===== config.mk =====
export PLATFORM = sky130hd
export DESIGN_NAME = alu_pipe
export DESIGN_NICKNAME = d
export VERILOG_FILES = /design/src/rtl/alu_pipe.sv
export SDC_FILE = /design/constraint.sdc
export NUM_CORES = 1
export LEC_CHECK = 0
export CAP_MARGIN = 30
export CORE_MARGIN = 3
export CORE_UTILIZATION = 32
export CTS_CLUSTER_DIAMETER = 150
export CTS_CLUSTER_SIZE = 20
export DETAILED_ROUTE_END_ITERATION = 10
export GPL_TIMING_DRIVEN = 0
export PLACE_DENSITY_LB_ADDON = 0.2
export REMOVE_ABC_BUFFERS = 1
export SLEW_MARGIN = 20
export SYNTH_ARGS = -nofsm -noshare
export SYNTH_HDL_FRONTEND = slang
export SYNTH_SLANG_ARGS = --single-unit

===== constraint.sdc =====
create_clock -name clk -period 4.9 [get_ports clk]
set_clock_uncertainty 0.2 [all_clocks]
set_input_delay 0.98 -clock clk [delete_from_list [all_inputs] [get_ports clk]]
set_output_delay 0.98 -clock clk [all_outputs]
set_load 0.05 [all_outputs]

===== src/rtl/alu_pipe.sv =====
// Handshaked ALU: single-cycle logic/arithmetic ops, iterative shift-add multiply.
// One operation in flight; the result is held until the consumer takes it.
module alu_pipe #(
    parameter int WIDTH = 32,
    parameter int SHW   = 5
) (
    input  logic             clk,
    input  logic             rst_n,
    input  logic             in_valid,
    output logic             in_ready,
    input  logic [WIDTH-1:0] alu_a,
    input  logic [WIDTH-1:0] alu_b,
    input  logic [4:0]       alu_op,
    output logic             out_valid,
    input  logic             out_ready,
    output logic [WIDTH-1:0] alu_out,
    output logic             zero,
    output logic             ovf,
    output logic             err
);

    localparam logic [4:0] OP_ADD  = 5'h01;
    localparam logic [4:0] OP_SUB  = 5'h02;
    localparam logic [4:0] OP_AND  = 5'h03;
    localparam logic [4:0] OP_OR   = 5'h04;
    localparam logic [4:0] OP_XOR  = 5'h05;
    localparam logic [4:0] OP_NOR  = 5'h06;
    localparam logic [4:0] OP_SLT  = 5'h07;
    localparam logic [4:0] OP_SLTU = 5'h08;
    localparam logic [4:0] OP_SLL  = 5'h09;
    localparam logic [4:0] OP_SRL  = 5'h0A;
    localparam logic [4:0] OP_SRA  = 5'h0B;
    localparam logic [4:0] OP_MULU = 5'h0C;

    typedef enum logic [1:0] {
        IDLE,
        MUL,
        DONE
    } state_t;

    state_t           state;
    state_t           state_next;
    logic             ready_en;
    logic             accept;
    logic [SHW-1:0]   mul_cnt;
    logic             mul_last;
    logic [WIDTH-1:0] acc;
    logic [WIDTH-1:0] acc_next;
    logic [WIDTH-1:0] mcand;
    logic [WIDTH-1:0] mplier;

    logic [WIDTH-1:0] sum;
    logic [WIDTH-1:0] diff;
    logic [SHW-1:0]   shamt;
    logic [WIDTH-1:0] alu_res;
    logic             res_ovf;
    logic             res_err;

    // ready_en keeps in_ready low until the first clock edge after reset release
    always_ff @(posedge clk or negedge rst_n) begin
        if (!rst_n) begin
            ready_en <= 1'b0;
        end else begin
            ready_en <= 1'b1;
        end
    end

    assign in_ready  = ready_en && (state == IDLE);
    assign out_valid = (state == DONE);
    assign accept    = in_valid && in_ready;
    assign mul_last  = (mul_cnt == SHW'(WIDTH - 1));
    assign acc_next  = acc + (mplier[0] ? mcand : '0);

    always_ff @(posedge clk or negedge rst_n) begin
        if (!rst_n) begin
            state <= IDLE;
        end else begin
            state <= state_next;
        end
    end

    always_comb begin
        state_next = state;
        case (state)
            IDLE: begin
                if (accept) begin
                    state_next = (alu_op == OP_MULU) ? MUL : DONE;
                end
            end
            MUL: begin
                if (mul_last) begin
                    state_next = DONE;
                end
            end
            DONE: begin
                if (out_ready) begin
                    state_next = IDLE;
                end
            end
            default: state_next = IDLE;
        endcase
    end

    // Single-cycle result; MULU is handled by the iterative datapath instead
    always_comb begin
        sum     = alu_a + alu_b;
        diff    = alu_a - alu_b;
        shamt   = alu_b[SHW-1:0];
        alu_res = '0;
        res_ovf = 1'b0;
        res_err = 1'b0;
        case (alu_op)
            OP_ADD: begin
                alu_res = sum;
                res_ovf = (alu_a[WIDTH-1] == alu_b[WIDTH-1]) && (sum[WIDTH-1] != alu_a[WIDTH-1]);
            end
            OP_SUB: begin
                alu_res = diff;
                res_ovf = (alu_a[WIDTH-1] != alu_b[WIDTH-1]) && (diff[WIDTH-1] != alu_a[WIDTH-1]);
            end
            OP_AND:  alu_res = alu_a & alu_b;
            OP_OR:   alu_res = alu_a | alu_b;
            OP_XOR:  alu_res = alu_a ^ alu_b;
            OP_NOR:  alu_res = ~(alu_a | alu_b);
            OP_SLT:  alu_res = {{(WIDTH-1){1'b0}}, ($signed(alu_a) < $signed(alu_b))};
            OP_SLTU: alu_res = {{(WIDTH-1){1'b0}}, (alu_a < alu_b)};
            OP_SLL:  alu_res = alu_a << shamt;
            OP_SRL:  alu_res = alu_a >> shamt;
            OP_SRA:  alu_res = $unsigned($signed(alu_a) >>> shamt);
            OP_MULU: alu_res = '0;
            default: res_err = 1'b1;
        endcase
    end

    always_ff @(posedge clk or negedge rst_n) begin
        if (!rst_n) begin
            alu_out <= '0;
            zero    <= 1'b0;
            ovf     <= 1'b0;
            err     <= 1'b0;
            acc     <= '0;
            mcand   <= '0;
            mplier  <= '0;
            mul_cnt <= '0;
        end else if (accept) begin
            if (alu_op == OP_MULU) begin
                acc     <= '0;
                mcand   <= alu_a;
                mplier  <= alu_b;
                mul_cnt <= '0;
            end else begin
                alu_out <= alu_res;
                zero    <= (alu_res == '0);
                ovf     <= res_ovf;
                err     <= res_err;
            end
        end else if (state == MUL) begin
            // One multiplier bit per cycle; only the low WIDTH product bits are kept
            acc     <= acc_next;
            mcand   <= mcand << 1;
            mplier  <= mplier >> 1;
            mul_cnt <= mul_cnt + 1'b1;
            if (mul_last) begin
                alu_out <= acc_next;
                zero    <= (acc_next == '0);
                ovf     <= 1'b0;
                err     <= 1'b0;
            end
        end
    end

endmodule


Yosys cells after proc, flatten, opt, wreduce, memory -nomap -nowiden
Index checks and enable logic that the tools add are counted.

Equality and inequality tests: 24. Div/mod/pow operators: 0. $lt $le $gt $ge: 2. Bitwise operators: 4. Reductions and logical operators: 13. $add $sub $neg: 4. Multipliers: 0. Muxes and demuxes: 35. Shifts and indexed selects: 3.

Operator list (count): 2-to-1 mux 32 bit (14); case mux 32 bit (11 select lines) (1); adder 32 bit (2); zero test 32 bit (2); < comparator 32 bit (2); bitwise AND 32 bit (1); NOT 32 bit (1); bitwise OR 32 bit (1); << shifter 32 x 5 -> 32 bit (1); right shift 32 x 5 -> 32 bit (1); >>> shifter 32 x 5 -> 32 bit (1); subtractor 32 bit (1); XOR 32 bit (1); equality test 5 x 4 -> 1 bit (second input constant) (5); equality test 5 x 3 -> 1 bit (second input constant) (4); 2-to-1 mux 5 bit (3); 2-to-1 mux 1 bit (11); OR reduction 11 bit (1); equality test 5 x 2 -> 1 bit (second input constant) (2); 2-to-1 mux 2 bit (4); != test 2 bit (second input constant) (3); case mux 2 bit (3 select lines) (1); AND reduction 3 bit (2); adder 5 x 1 -> 5 bit (second input constant) (1); 12 further kinds (19).

Memory bits (read-only): 0. Memory bits (writable): 0. Memories kept: 0. Output and inout bits: 37. Register bits after elaboration: 139. Input bits: 73. Bits in latches: 0. Word-level logic and storage cells: 95.

Longest topological paths before layout
Depth after elaboration: 6. Mapped depth: 19.

Worst setup path after synthesis
OpenSTA, ideal clock, no wires.

Path kind: input -> register. Start point: input alu_b[1]. End point: register zero. Setup slack: -0.951 ns. Stages on the path: 17. Arrival time: 5.586 ns. Data required time: 4.635 ns. Path buffers: 3. Cell sequence: inv_2 clkbuf_1 clkbuf_1 buf_1 ha_1 o21ba_2 a2111o_1 and2_1 a221o_1 a211o_1 nor4_1 nor4b_2 nand4b_1 or4_1 nor4_1 and4_1 a211o_1.

Cells in the longest elaborated chain, start to end: 6.

RTL lines: from (decl) (RTL line 12) `input logic [WIDTH-1:0] alu_b,`; branches (longest 2 deep; another with subtractor 32 bit); case mux 32 bit (11 select lines) * (RTL line 112) `case (alu_op)`; zero test 32 bit * (RTL line 153) `zero <= (alu_res == '0);`; 2-to-1 mux 1 bit * (RTL line 146) `if (alu_op == OP_MULU) begin`; 2-to-1 mux 1 bit * (RTL line 145) `end else if (accept) begin`; to (signal assigned) (RTL line 153); to (signal assigned) (RTL line 165) `zero <= (acc_next == '0);`; to (decl) (RTL line 17) `output logic zero,`.

Mark *: on every way between the ends. The select of a mux whose other input is x is not followed. A chain may end at the register's enable or synchronous reset.

Worst setup path after layout
Start point: input alu_op[1]. End point: register zero.

Cells in the longest elaborated chain, start to end: 5.

RTL lines: from (decl) (RTL line 13) `input logic [4:0] alu_op,`; equality test 5 x 4 -> 1 bit, or another cell as far along (RTL line 112); case mux 32 bit (11 select lines) (RTL line 112); zero test 32 bit (RTL line 153); 2-to-1 mux 1 bit (RTL line 146); 2-to-1 mux 1 bit (RTL line 145).

Parallel ways exist; a longest one is shown, timed or not. The select of a mux whose other input is x is not followed.

==> impl_metrics.csv <==
group,metric,value,unit
detailed_routing,vias,19400,
pwr,power_frac_clock,22.5,%
floorplan,die_area,59600,sq um
timing,relSlewSlack,30.9,%
critical_path,cp.arrival,5120,ps
detailed_routing,vias_per_cell,6.18,
logic_synthesis,yosysWarnings,0,
logic_synthesis,ys_async_sr_fraction,100,%
detailed_routing,drtPass1Iterations,6,
detailed_routing,drt_iter0_drc,2046,
logic_synthesis,netlist_instances,2333,
critical_path,regToRegStartpoint,"mplier[0]",
global_route,grt_usage,28.7,%
timing,tightest_slew,1030,ps
cells_and_area,nNetsFinal,2596,
cells_and_area,layout_common_cells,"286 x nand2_1, 199 x o21ai_0, 166 x nor2_1",
cts,cts.sinks,139,
pwr,p_switching,0.00286,W
critical_path,critical_path_peak_fanout,39,
logic_synthesis,ys_seq_elements,139,
logic_synthesis,syn-cell-area,18100,sq um
detailed_routing,wl_per_cell,27.9,um
logic_synthesis,synth_edf_count,0,
detailed_routing,antenna_left,0,
global_route,grt_pass1_vias,18900,
logic_synthesis,synth-seq-area-share,19.2,%
placed_design,gp_congestion,0.994,
pwr,combPwrFrac,51.4,%
cts,cts_tree,"done",
critical_path,reg2reg_to,"zero",
pwr,cellInternalPower,0.00340,W
timing,final_hold_viol_count,0,
logic_synthesis,synthFlopType,"dfrtp_1",
critical_path,cp.depth,15,
critical_path,path_cells,"buf_4 > buf_16 > nor2b_4 > buf_16 > and2_1 > nand2_1 > nor3_1 > a211o_1 > nor4_1 > nor4b_4 > nand4b_1 > or4_4 > nor4_4 > and4_1 > a211o_1",
cts,cts_buffers,17,
cts,clock_path_buffers,2,
timing,max_freq,205,MHz
global_route,grt_max_degree,92,
timing,fin_crit_sh,99.6,%
cells_and_area,final_common_cell,"nand2_1",
cts,clk_pin_slew,70,ps
pwr,switching_share,45.7,%
timing,tns,0,ps
detailed_routing,wl,87.7,mm
cts,worst_skew_pair.late_latency,490,ps
cells_and_area,drive_above_1_share,17.6,%
pwr,p_leak,9.56,nW
critical_path,critical_path.top_delay_family,"simple AND/OR/NAND/NOR gates",
cts,htreeDepth,4,
detailed_routing,drc,0,
critical_path,cp-start-kind,"primary input",
pwr,seqPwrFrac,26.0,%
placed_design,port-buffer-count,109,
cells_and_area,syn2layout_area_growth,22.3,%
floorplan,die_x,244,um
logic_synthesis,synth_cell_types,93,
timing,finalSetupViolCount,0,
logic_synthesis,yosysTopAreaCellShare,19.2,%
cells_and_area,num_antenna_cells,0,
logic_synthesis,yosys-top-cells-area,"dfrtp_1 19%, ha_1 9.5%, mux2i_1 6.7%",
placed_design,dp.final_hpwl,63.3,mm
global_route,antenna_found_initial,1,
job,cap_violations,0,
logic_synthesis,yosysTopAreaCell,"dfrtp_1",
critical_path,r2r_cells,15,
floorplan,initial_core_util,32.6,%
global_route,grt_overflow,0,
pwr,ir_drop,0.286,mV
floorplan,fp.dieH,244,um
floorplan,placementRows,86,
critical_path,crit_slowest_cell,"or4_4",
outcome,status,"finished clean",
critical_path,startpoint,"alu_op[1]",
critical_path,cp-endpoint,"zero",
placed_design,place_ws,-2770,ps
timing,setup_ws,17.6,ps
pwr,power_density,282,nW/um^2
floorplan,coreArea,55600,sq um
critical_path,cpPeakStageDelay,580,ps
timing,fin_crit,4880,ps
global_route,grt_pass1_wl,128,mm
logic_synthesis,avgSynthCellArea,7.77,sq um
critical_path,crit_required,5130,ps
critical_path,critPathBufInv,3,
cts,cts.root.buffer_cell,"clkbuf_16",
floorplan,top_level_ports,110,
critical_path,worstSetupEndpointType,"flop",
critical_path,critPathKind,"in2reg",
timing,maxSlewViolCount,0,
critical_path,r2r_slack,190,ps
worst_hold_path,hold_path.class,"in2async",
-- worst register-to-register path, stage by stage (launching register included) --
cell	delay, ps
dfrtp_4	510
and2_1	160
ha_1	230
fa_2	430
a211oi_4	310
o21ai_0	170
a21oi_1	220
xnor2_1	160
or4_4	600
nor4b_2	230
nand4bb_1	240
nor4b_2	290
nor4bb_4	340
nand4_1	170
nor4b_2	280
a211o_1	130
-- worst min path at each step --
stage                        endpoint  slack (ps)  cells past startpoint
final                      mplier[22]         180                      1
after global routing       mplier[22]         210                      1
after CTS                  mplier[22]         170                      1
after detailed placement  alu_out[15]         260                      2
after global placement    alu_out[15]         260                      2
after floorplan            mplier[10]         250                      2
-- registers in the layout (all words and copies together), names as in the netlist --
name	flops
acc	32
alu_out	32
mcand	32
mplier	32
mul_cnt	5
state	2
err	1
ovf	1
ready_en	1
zero	1
-- Yosys cell counts (17+ instances only) --
library cell	n
mux4_2	44
a21o_1	28
xnor2_1	45
xor2_1	31
nand3_1	38
o21ai_0	207
nor2_1	176
nor4_1	20
inv_1	102
a21oi_1	158
buf_1	25
mux2i_1	122
nor2b_1	24
a221oi_1	17
and2_1	47
nand2b_1	20
a211oi_1	33
dfrtp_1	139
nand4_1	21
o211ai_1	32
ha_1	137
o31ai_1	21
nand2_1	293
o22ai_1	31
nor3_1	26
buf_2	18
clkbuf_1	131
mux2_2	27
-- logic make-up (layout without fill, tap and decap cells) --
family / count (synthesis) / in the layout / share of synthesized area (%)
other: 1 / 1 / 0.0207
and+or+nand+nor: 748 / 751 / 19.5
adders and majority gates: 140 / 140 / 9.78
xor gates and xnor gates: 76 / 76 / 3.67
buffers and inverters: 289 / 349 / 6.48
AOI/OAI and AO/OA: 741 / 741 / 26.9
muxes: 199 / 199 / 14.5
DFF: 139 / 139 / 19.2
-- routing by layer --
| metal | wire, um | GRT usage (%) | up-vias |
|---|---|---|---|
| met2 | 40200 | 46.7 | 926 |
| met1 | 36500 | 37.3 | 9613 |
| met5 | 0 | 0 | - |
| met4 | 4560 | 13.5 | 0 |
| li1 | - | - | 8696 |
| met3 | 6370 | 4.56 | 195 |
-- power by group through the flow --
stage | clock (W) | combinational, W | sequential (W)
after CTS | 0.00145 | 0.00312 | 0.00163
after detailed placement | 0 | 0.00290 | 0.00165
after floorplan | 0 | 0.00157 | 0.00190
final | 0.00141 | 0.00322 | 0.00163
after global routing | 0.00148 | 0.00346 | 0.00167
after global placement | 0 | 0.00288 | 0.00165
-- through the flow --
step	cells	hold WS [ps]	util, %	area, sq um	power, W
6_report	3144	179	39.9	22200	0.00626
4_1_cts	3124	175	39.2	21800	0.00620
2_1_floorplan	2151	250	-	17400	0.00348
3_3_place_gp	3008	257	34.8	19400	0.00453
3_5_place_dp	3034	258	35.9	20000	0.00456
5_1_grt	3144	205	39.9	22200	0.00661
-- layout make-up --
cell class	instances	area, sq um
Clock inverter	15	173
Tap cell	748	936
Timing Repair inverter	2	17.5
Multi-Input combinational cell	1908	14400
Timing Repair Buffer	208	2230
Inverter	107	464
Fill cell	5744	33500
Sequential cell	139	3480
Clock buffer	17	425
-- timing repair --
item | 4_1_cts | 5_1_grt
hold buffers | 0 | 0
setup endpoints to repair | 24 | 2
hold endpoints to repair | 0 | 0
buffers inserted | 49 | 18
cloned | 9 | 1
pin swaps | 45 | 26
resized for setup | 314 | 66
(Power assumes the default switching activity.)
